===== src/rtl/conversor_bcd_binario.sv =====
// Iterative BCD-to-binary converter (reverse double-dabble): one shift or one
// digit correction per clock, with invalid-digit detection at start.
module conversor_bcd_binario #(
    parameter int DIGITOS_DECIMAIS = 4,
    parameter int LARGURA_SAIDA    = 16
) (
    input  logic                          clk,
    input  logic                          reset_n,
    input  logic [DIGITOS_DECIMAIS*4-1:0] entrada_bcd,
    input  logic                          iniciar,
    output logic [LARGURA_SAIDA-1:0]      saida_binaria,
    output logic                          dados_validos,
    output logic                          ocupado,
    output logic                          erro_digito
);

    localparam int BW = DIGITOS_DECIMAIS * 4;
    localparam int CW = (LARGURA_SAIDA > 1) ? $clog2(LARGURA_SAIDA) : 1;
    localparam int IW = (DIGITOS_DECIMAIS > 1) ? $clog2(DIGITOS_DECIMAIS) : 1;

    typedef enum logic [2:0] {
        S_OCIOSO                 = 3'd0,
        S_DESLOCA                = 3'd1,
        S_VERIFICA_INDICE_DESLOC = 3'd2,
        S_SUBTRAI_3              = 3'd3,
        S_VERIFICA_INDICE_DIGITO = 3'd4,
        S_CONCLUIDO              = 3'd5
    } estado_t;

    estado_t           estado_q, estado_d;
    logic [BW-1:0]     bcd_reg_q, bcd_reg_d;
    logic [LARGURA_SAIDA-1:0] bin_reg_q, bin_reg_d;
    logic [CW-1:0]     contador_loop_q, contador_loop_d;
    logic [IW-1:0]     indice_digito_q, indice_digito_d;
    logic              erro_reg_q, erro_reg_d;
    logic              dados_validos_reg_q, dados_validos_reg_d;
    logic              entrada_invalida;

    always_comb begin
        entrada_invalida = 1'b0;
        for (int unsigned i = 0; i < DIGITOS_DECIMAIS; i++) begin
            if (entrada_bcd[4*i +: 4] > 4'd9) entrada_invalida = 1'b1;
        end
    end

    always_ff @(posedge clk or negedge reset_n) begin
        if (!reset_n) begin
            estado_q            <= S_OCIOSO;
            bcd_reg_q           <= '0;
            bin_reg_q           <= '0;
            contador_loop_q     <= '0;
            indice_digito_q     <= '0;
            erro_reg_q          <= 1'b0;
            dados_validos_reg_q <= 1'b0;
        end else begin
            estado_q            <= estado_d;
            bcd_reg_q           <= bcd_reg_d;
            bin_reg_q           <= bin_reg_d;
            contador_loop_q     <= contador_loop_d;
            indice_digito_q     <= indice_digito_d;
            erro_reg_q          <= erro_reg_d;
            dados_validos_reg_q <= dados_validos_reg_d;
        end
    end

    always_comb begin
        estado_d            = estado_q;
        bcd_reg_d           = bcd_reg_q;
        bin_reg_d           = bin_reg_q;
        contador_loop_d     = contador_loop_q;
        indice_digito_d     = indice_digito_q;
        erro_reg_d          = erro_reg_q;
        dados_validos_reg_d = 1'b0;

        case (estado_q)
            S_OCIOSO: begin
                if (iniciar) begin
                    bcd_reg_d       = entrada_bcd;
                    bin_reg_d       = '0;
                    contador_loop_d = '0;
                    indice_digito_d = '0;
                    erro_reg_d      = entrada_invalida;
                    estado_d        = entrada_invalida ? S_CONCLUIDO : S_DESLOCA;
                end
            end
            S_DESLOCA: begin
                bin_reg_d = {bcd_reg_q[0], bin_reg_q[LARGURA_SAIDA-1:1]};
                bcd_reg_d = {1'b0, bcd_reg_q[BW-1:1]};
                estado_d  = S_VERIFICA_INDICE_DESLOC;
            end
            S_VERIFICA_INDICE_DESLOC: begin
                if (contador_loop_q == CW'(LARGURA_SAIDA - 1)) begin
                    contador_loop_d = '0;
                    estado_d        = S_CONCLUIDO;
                end else begin
                    contador_loop_d = contador_loop_q + CW'(1);
                    estado_d        = S_SUBTRAI_3;
                end
            end
            S_SUBTRAI_3: begin
                // Nibble in 8..15 maps to 5..12, so no borrow leaves the digit
                for (int unsigned i = 0; i < DIGITOS_DECIMAIS; i++) begin
                    if (indice_digito_q == IW'(i) && bcd_reg_q[4*i +: 4] >= 4'd8)
                        bcd_reg_d[4*i +: 4] = bcd_reg_q[4*i +: 4] - 4'd3;
                end
                estado_d = S_VERIFICA_INDICE_DIGITO;
            end
            S_VERIFICA_INDICE_DIGITO: begin
                if (indice_digito_q == IW'(DIGITOS_DECIMAIS - 1)) begin
                    indice_digito_d = '0;
                    estado_d        = S_DESLOCA;
                end else begin
                    indice_digito_d = indice_digito_q + IW'(1);
                    estado_d        = S_SUBTRAI_3;
                end
            end
            S_CONCLUIDO: begin
                dados_validos_reg_d = 1'b1;
                estado_d            = S_OCIOSO;
            end
            default: estado_d = S_OCIOSO;
        endcase
    end

    assign saida_binaria = bin_reg_q;
    assign dados_validos = dados_validos_reg_q;
    assign erro_digito   = erro_reg_q;
    assign ocupado       = (estado_q != S_OCIOSO);

endmodule


===== config.mk =====
export PLATFORM = sky130hd
export DESIGN_NAME = conversor_bcd_binario
export DESIGN_NICKNAME = d
export VERILOG_FILES = /design/src/rtl/conversor_bcd_binario.sv
export SDC_FILE = /design/constraint.sdc
export NUM_CORES = 1
export LEC_CHECK = 0
export BUFFER_PORTS_ARGS = -buffer_cell sky130_fd_sc_hd__buf_2
export CAP_MARGIN = 20
export CORE_UTILIZATION = 61
export DETAILED_ROUTE_END_ITERATION = 10
export PLACE_DENSITY = 0.85
export RECOVER_POWER = 100
export REMOVE_ABC_BUFFERS = 1
export SLEW_MARGIN = 40
export SYNTH_ARGS = -nofsm -noshare
export SYNTH_HDL_FRONTEND = slang
export SYNTH_SLANG_ARGS = --single-unit

===== constraint.sdc =====
create_clock -name clk -period 3 [get_ports clk]
set_input_delay 0.6 -clock clk [delete_from_list [all_inputs] [get_ports clk]]
set_output_delay 0.6 -clock clk [all_outputs]
set_load 0.02 [all_outputs]

==> results of run 1 <==
-- worst max path at each step --
stage / startpoint / to / slack [ns] / cells past startpoint
2_1_floorplan: estado_q[1] / ocupado / 1.22 / 1
3_3_place_gp: estado_q[1] / ocupado / 1.21 / 2
3_5_place_dp: estado_q[1] / bcd_reg_q[0] / 1.13 / 4
4_1_cts: estado_q[2] / ocupado / 0.88 / 2
5_1_grt: estado_q[0] / saida_binaria[4] / 0.63 / 2
6_report: estado_q[0] / saida_binaria[4] / 0.72 / 2
-- area by class of cell --
cell class                      instances  area [sq um]
Multi-Input combinational cell        168          1160
Fill cell                             315          1090
Sequential cell                        43          1080
Timing Repair Buffer                   38           168
Clock buffer                            5          68.8
Tap cell                               48          60.1
Clock inverter                          3          43.8
Inverter                               11          41.3
-- through the flow --
step	worst slack (ns)	util	cells	total power, uW
after floorplan	1.22	-	222	1980
after global placement	1.21	0.686	308	2280
after detailed placement	1.13	0.687	308	2330
after CTS	0.881	0.717	316	2790
after global routing	0.635	0.706	316	2960
final	0.721	0.706	316	2740
-- synthesized netlist by cell type (all sizes together) --
| cell | count | area share |
|---|---|---|
| a21o | 1 | 0.0031 |
| and3b | 2 | 0.0073 |
| inv | 11 | 0.017 |
| o211ai | 2 | 0.0063 |
| or2 | 1 | 0.0026 |
| ha | 13 | 0.068 |
| dfrtp | 43 | 0.45 |
| or3 | 1 | 0.0026 |
| o311ai | 3 | 0.011 |
| a22oi | 2 | 0.0063 |
| a31oi | 3 | 0.0079 |
| nand3b | 7 | 0.022 |
| o21bai | 1 | 0.0079 |
| mux2i | 12 | 0.050 |
| nor2 | 15 | 0.025 |
| nor3 | 1 | 0.0021 |
| o311a | 2 | 0.0084 |
| a41o | 1 | 0.0042 |
| nand2 | 28 | 0.044 |
| and2 | 1 | 0.0026 |
| a22o | 24 | 0.088 |
| nand3 | 7 | 0.015 |
| nand2b | 2 | 0.0084 |
| clkbuf | 2 | 0.0031 |
| a211oi | 1 | 0.0031 |
| buf | 12 | 0.036 |
| o21ai | 21 | 0.046 |
| a21oi | 15 | 0.044 |
| a32o | 2 | 0.0084 |
-- registers in the layout (all words and copies together) (netlist names) --
name	cells
bcd_reg_q	16
contador_loop_q	4
dados_validos	1
erro_digito	1
estado_q	3
indice_digito_q	2
saida_binaria	16
-- per-layer routing --
| layer | part of all wire | GRT usage |
|---|---|---|
| met4 | 0.021 | 0.0833 |
| met2 | 0.47 | 0.397 |
| met3 | 0.028 | 0.0423 |
| met1 | 0.48 | 0.330 |
| met5 | 0 | 0 |
-- cell usage in the layout, fill, tap and decap left out, types with 5 or more instances in the layout --
cell type	instances
nand3b_1	7
buf_2	17
a21oi_1	11
nand3_1	7
mux2i_1	12
clkbuf_8	5
ha_1	13
nand2_1	28
o21ai_0	21
nor2_1	15
inv_1	11
a22o_1	24
clkbuf_1	20
dfrtp_1	43
-- logic make-up after synthesis --
logic type	synth area share
AOI/OAI and AO/OA	0.244
adders and majority gates	0.0681
buffers and inverters	0.0565
DFF	0.450
muxes	0.0503
and+or+nand+nor	0.131
-- power by group through the flow --
stage / sequential, uW / clock, uW / combinational [uW]
final: 1060 / 450 / 1230
after global routing: 1090 / 481 / 1380
after CTS: 1060 / 452 / 1270
after detailed placement: 1070 / 0 / 1260
after global placement: 1060 / 0 / 1220
after floorplan: 1080 / 0 / 896
==> results.md, run 1 <==
Outcome:
- The flow ran to the end, but the final reports show violations.
- The final reports fail on capacitance limit, slew limit.

Drt:
- For this block, the initial DRC count from the detailed router was 155.
- The DRC violations left is 0.
- The count of nets left with antenna violations once routing finished came out at 0.
- The mean number of vias per cell is 5.82.
- For this block, the routed nets add up to 4720 microns of wire.
- After detailed routing, the average wire length per cell comes to 14.9 microns.
- The detailed router placed 1840 vias in this run.
- The first-pass iteration count of the detailed router is 4.

Die:
- The initial utilization of the core area, before any placement, comes to 0.643.
- The chip width is 64.6 microns.
- The die is 64.6 microns tall.
- The floorplan step defined a core boundary enclosing 3720 sq um.
- For this design the top-level I/O count stands at 38.
- The area enclosed by the die boundary is 4170 sq um.
- The number of placement rows is 22.

Layout:
- At the end of the flow, the number of nets in the layout was 299.
- The area growth from synthesis to layout is 9.74%.
- After routing the design area is 2620 sq um.
- The number of antenna diodes in the final layout is 0.
- In the final layout, the share of cells above drive strength 1 is 0.119.

Synth:
- Synthesis inferred 43 register bits.
- The share of the yosys chip area belonging to registers is 0.450.
- The number of warnings issued by yosys is 0.
- The netlist area before placement is 2390 sq um.
- After synthesis, the mean cell area works out to 10.1 sq um.
- The count of distinct cell types in the synthesized netlist is 37.
- The synthesized instance count is 236.

STA:
- Adding up every negative setup slack in the final design gives 0 ns.
- The worst path needs 2.28 ns of the cycle, external delays included.
- Setup violations remaining at the end of the flow were counted as 0.
- The worst hold-check slack is 0.281 ns.
- For the pin with the worst max-slew slack, the measured transition is 1.65 ns.
- Static timing analysis puts the maximum clock frequency at 439 MHz.
- The normalized max-slew margin is -0.114.
- The final count of hold timing violations is 0.
- The fraction of the cycle the final worst path needs is 0.760.
- The maximum clock skew at final layout is 0.00477 ns.
- Setup repair after global routing left no endpoint under its margin.
- The max-slew violation total from the final report was 17.

Worst setup path:
- The worst setup slack for register-to-register paths is 0.72 ns.
- The origin of the critical flop-to-flop path is estado_q[0].
- The family with the most delay on the worst path is compound AO/OA/AOI/OAI gates.
- The delay of the slowest cell on the worst path is 1.35 ns.
- Of all nets on the critical path, the largest fanout is 18.
- The number of cells on the worst reg-to-reg path is 2.
- The worst setup path is of the register to register kind.
- The signal on the critical path passes through o21ai_0 > a22o_1.
- The slowest cell on the critical path is o21ai_0.
- STA puts the critical path data arrival time at 2.50 ns.
- STA classifies the critical path endpoint as a register.
- The startpoint class of the critical path is a register.
- Counting both buffers and inverters, the worst setup path holds a total of 0.
- The required time reported for the critical path endpoint is 3.22 ns.
- The worst register-to-register path ends at saida_binaria[4].

Clock network:
- Buffers inserted to repair hold after CTS numbered 0.
- Buffers added to address setup during post-CTS repair amount to 0.
- TritonCTS built the clock tree.
- The clock latency at the later pin of the worst-skew pair is 0.29 ns.
- The number of CTS-inserted buffers is 5.
- The post-cts gate resize count is 0.
- After clock tree synthesis, the clock-pin slew on the worst setup and hold paths is 0.08 ns.
- The tree is rooted in a clkbuf_8.
- No sink is reached through more buffers than the 2 on the longest clock path.
- The H-tree generated during clock tree synthesis spans 2 levels.
- CTS saw 43 sinks.

Placed design:
- The congestion estimate from routability-driven global placement came to 0.806.
- The count of input and output buffers is 37.
- The half-perimeter wire length after detailed placement is 3380 microns.
- The instance area after placement is 2550 sq um.

Power and ir drop:
- The power density over cell area is 1050 nW/um^2.
- The analysis attributes to cell leakage a power of 0.00122 uW.
- Of the total power, registers draw 0.386.
- The worst vdd rail ir drop is 0.501 mV.
- The portion of total power attributed to combinational logic is 0.450.
- The internal power of the cells totals 1540 uW.
- The switching component of the power is 1210 uW.
- Of the total power, the share spent switching nets is 0.440.
- The clock share of power is 0.164.

Run:
- The max-cap check violation count is 1.

GRT:
- The aggregate global-route resource usage is 0.244.
- The initial antenna violation count is 0.
- The first global-routing pass estimated 7830 microns of wire.
- The via count of the first global-routing pass is 1715.
- The largest net degree at the start of global routing is 44.
- Summed over all layers, the global routing overflow is 0.

Min path:
- The path class of the tightest hold or removal check is input port to async pin.
(Power assumes the default switching activity.)
==> run 2, diff against run 1 <==
--- a/config.mk
+++ b/config.mk
@@ -7,9 +7,9 @@
 export LEC_CHECK = 0
 export BUFFER_PORTS_ARGS = -buffer_cell sky130_fd_sc_hd__buf_2
 export CAP_MARGIN = 20
-export CORE_UTILIZATION = 61
+export CORE_UTILIZATION = 51
 export DETAILED_ROUTE_END_ITERATION = 10
-export PLACE_DENSITY = 0.85
+export PLACE_DENSITY = 0.76
 export RECOVER_POWER = 100
 export REMOVE_ABC_BUFFERS = 1
 export SLEW_MARGIN = 40
==> constraint.sdc (replaced) <==
create_clock -name clk -period 1.9 [get_ports clk]
set_input_delay 0.38 -clock clk [delete_from_list [all_inputs] [get_ports clk]]
set_output_delay 0.38 -clock clk [all_outputs]
set_load 0.02 [all_outputs]
==> results.md, run 2 (synthesis results as in run 1) <==
Clock network:
- The H-tree was split into 2 levels.
- The clock latency at the later pin of the worst-skew pair is 0.29 ns.
- TritonCTS built the clock tree.
- The root buffer cell chosen for the clock tree is clkbuf_8.
- The number of CTS-inserted buffers is 5.
- The post-CTS clock slew at the launch and capture registers of the worst setup and hold paths is 0.08 ns.
- The number of setup buffers added after CTS is 0.
- For this design, the sink count on the clock tree is 43.
- The largest buffer count on any clock path is 2.

Placed design:
- The HPWL after detailed placement is 3410 microns.
- The count of input and output buffers is 37.
- At the end of routability-driven placement, the weighted congestion stood at 0.808.

STA:
- Summed over all failing endpoints, the final setup total negative slack is 0 ns.
- The max-slew violation total from the final report is 0.
- The fraction of the cycle the final worst path needs is 0.940.
- The normalized max-slew margin is 0.274.
- Setup violations remaining at the end of the flow were counted as 0.
- The maximum clock skew at final layout is 0.00591 ns.
- Counting I/O delays and the setup requirement, the final critical path takes 1.79 ns.
- Setup repair after global routing left no endpoint under its margin.
- The transition time at the pin with the least slew margin is 1.09 ns.
- The highest attainable clock frequency is 560 MHz.
- The final count of hold timing violations came to 0.
- Hold timing on the final database bottoms out at a slack of 0.260 ns.

GRT:
- The global-route met1 utilization is 0.291.
- Entering global routing, the biggest net connects 28 pins.
- The initial antenna violation count is 0.
- The met2 track demand over resource in global routing is 0.325.
- The total congestion overflow after global routing is 0.
- The peak-usage layer in the global routing report is met2.
- The via count of the first global-routing pass was 1733.
- The first-pass GRT wire length is 8220 microns.
- The aggregate global-route resource usage is 0.210.
- In the global route stage, met3 resource usage came out at 0.0390.

Worst setup path:
- The required time reported for the critical path endpoint is 1.52 ns.
- The arrival time of data at the critical path endpoint is 1.41 ns.
- The worst-path maximum fanout is 15.
- The nature of the critical path endpoint is a primary output.
- The setup path with the least slack is of type register to primary output.
- The worst setup path is launched from a register.

Outcome:
- The run finished with clean final reports.

Power and ir drop:
- The switching component of the power is 1890 uW.
- The design draws 4230 uW.
- The clock share of power is 0.133.
- The leakage component of the power is 0.00124 uW.
- The sequential fraction of design power is 0.385.
- Of the total power, the share spent switching nets is 0.447.
- The worst-case IR drop observed on VDD is 0.667 mV.
- The internal power of the cells totals 2340 uW.
- The power density over cell area is 1600 nW/um^2.
- The portion of total power attributed to combinational logic is 0.482.

Drt:
- Dividing the detail-routed wire length by the instance count gives 14.5 microns.
- The number of nets still failing antenna checks after routing is 0.
- The mean number of vias per cell is 5.70.
- The total number of vias is 1865.
- The first-pass iteration count of the detailed router is 4.
- The routed design has 4750 microns of wire.
- The first-iteration detailed-routing DRC count is 97.
- The DRC violations left is 0.

Layout:
- The layout overhead on the synthesized area is 10.4%.
- In the layout the commonest cells are dfrtp_1 (42), nand2_1 (28), a22o_1 (24).
- The most common cell after layout, fill and taps aside is dfrtp_1.
- The antenna diode count is 0.
- The share of post-route cells with drive strength above 1 is 0.149.
- In the final design database the tool counted 306 nets.

Die:
- Pin placement for this block handled 38 I/O pins.
- From left edge to right edge, the die measures 70.5 microns.
- The number of placement rows is 24.
- The floorplan step defined a die boundary enclosing 4960 sq um.
- The height of the die is 70.5 microns.
- The starting density of the core is 0.541.
- The placeable core region is 4410 sq um.

Min path:
- The path type of the worst min-delay path is input port to async pin.

Run:
- The max-cap check violation count is 0.
## run 2: path summary, 6_finish.rpt
| path | start | endpoint | slack, ns | cells after the start |
|---|---|---|---|---|
| hold / removal | reset_n | saida_binaria[10] | 0.26 | 1 |
| setup reg to reg | estado_q[1] | bcd_reg_q[3] | 0.23 | 4 |
| setup / recovery | estado_q[2] | ocupado | 0.11 | 2 |
| min in group clk | entrada_bcd[0] | bcd_reg_q[0] | 0.37 | 3 |
| max in group asynchronous | reset_n | saida_binaria[2] | 0.49 | 2 |
| hold reg to reg | erro_digito | erro_digito | 0.49 | 2 |
## run 2: repair_timing
| item | in CTS | in global routing |
|---|---|---|
| endpoints found under the hold margin | 0 | 0 |
| resized for setup | 0 | 2 |
| hold buffers | 0 | 0 |
| endpoints found under the setup margin | 0 | 3 |
## run 2: worst max-delay path, cell delays in order (launching register included)
cell and delay (ns):
dfrtp_1 0.52, or3_1 0.43, clkbuf_2 0.16
## run 2: power by group through the flow
stage	clock network [uW]	logic, uW	registers [uW]
floorplan	0	1420	1710
global placement	0	2080	1640
detailed placement	0	2130	1650
CTS	574	2130	1630
global route	613	2300	1690
finish	562	2040	1630
## run 2: final cells by class
| type | instances | area [sq um] |
|---|---|---|
| sequential | 43 | 1080 |
| clock inverter | 3 | 15.0 |
| clock buffer | 5 | 68.8 |
| timing repair buffer | 45 | 210 |
| multi-input combinational | 168 | 1160 |
| inverter | 11 | 41.3 |
| fill | 413 | 1780 |
| tap | 52 | 65.1 |
## run 2: through the flow
step            util  cells  cell area, sq um  setup slack, ns
2_1_floorplan      -    222              2300            0.221
3_3_place_gp   0.593    319              2620            0.203
3_5_place_dp   0.593    319              2620            0.126
4_1_cts        0.612    327              2700           0.0317
5_1_grt        0.598    327              2640           0.0387
6_report       0.598    327              2640            0.113
## run 2: metal layers
layer,vias up,share of wire
met3,10,0.040
met4,0,0.018
met1,879,0.48
met2,49,0.46
met5,-,0
li1,927,-
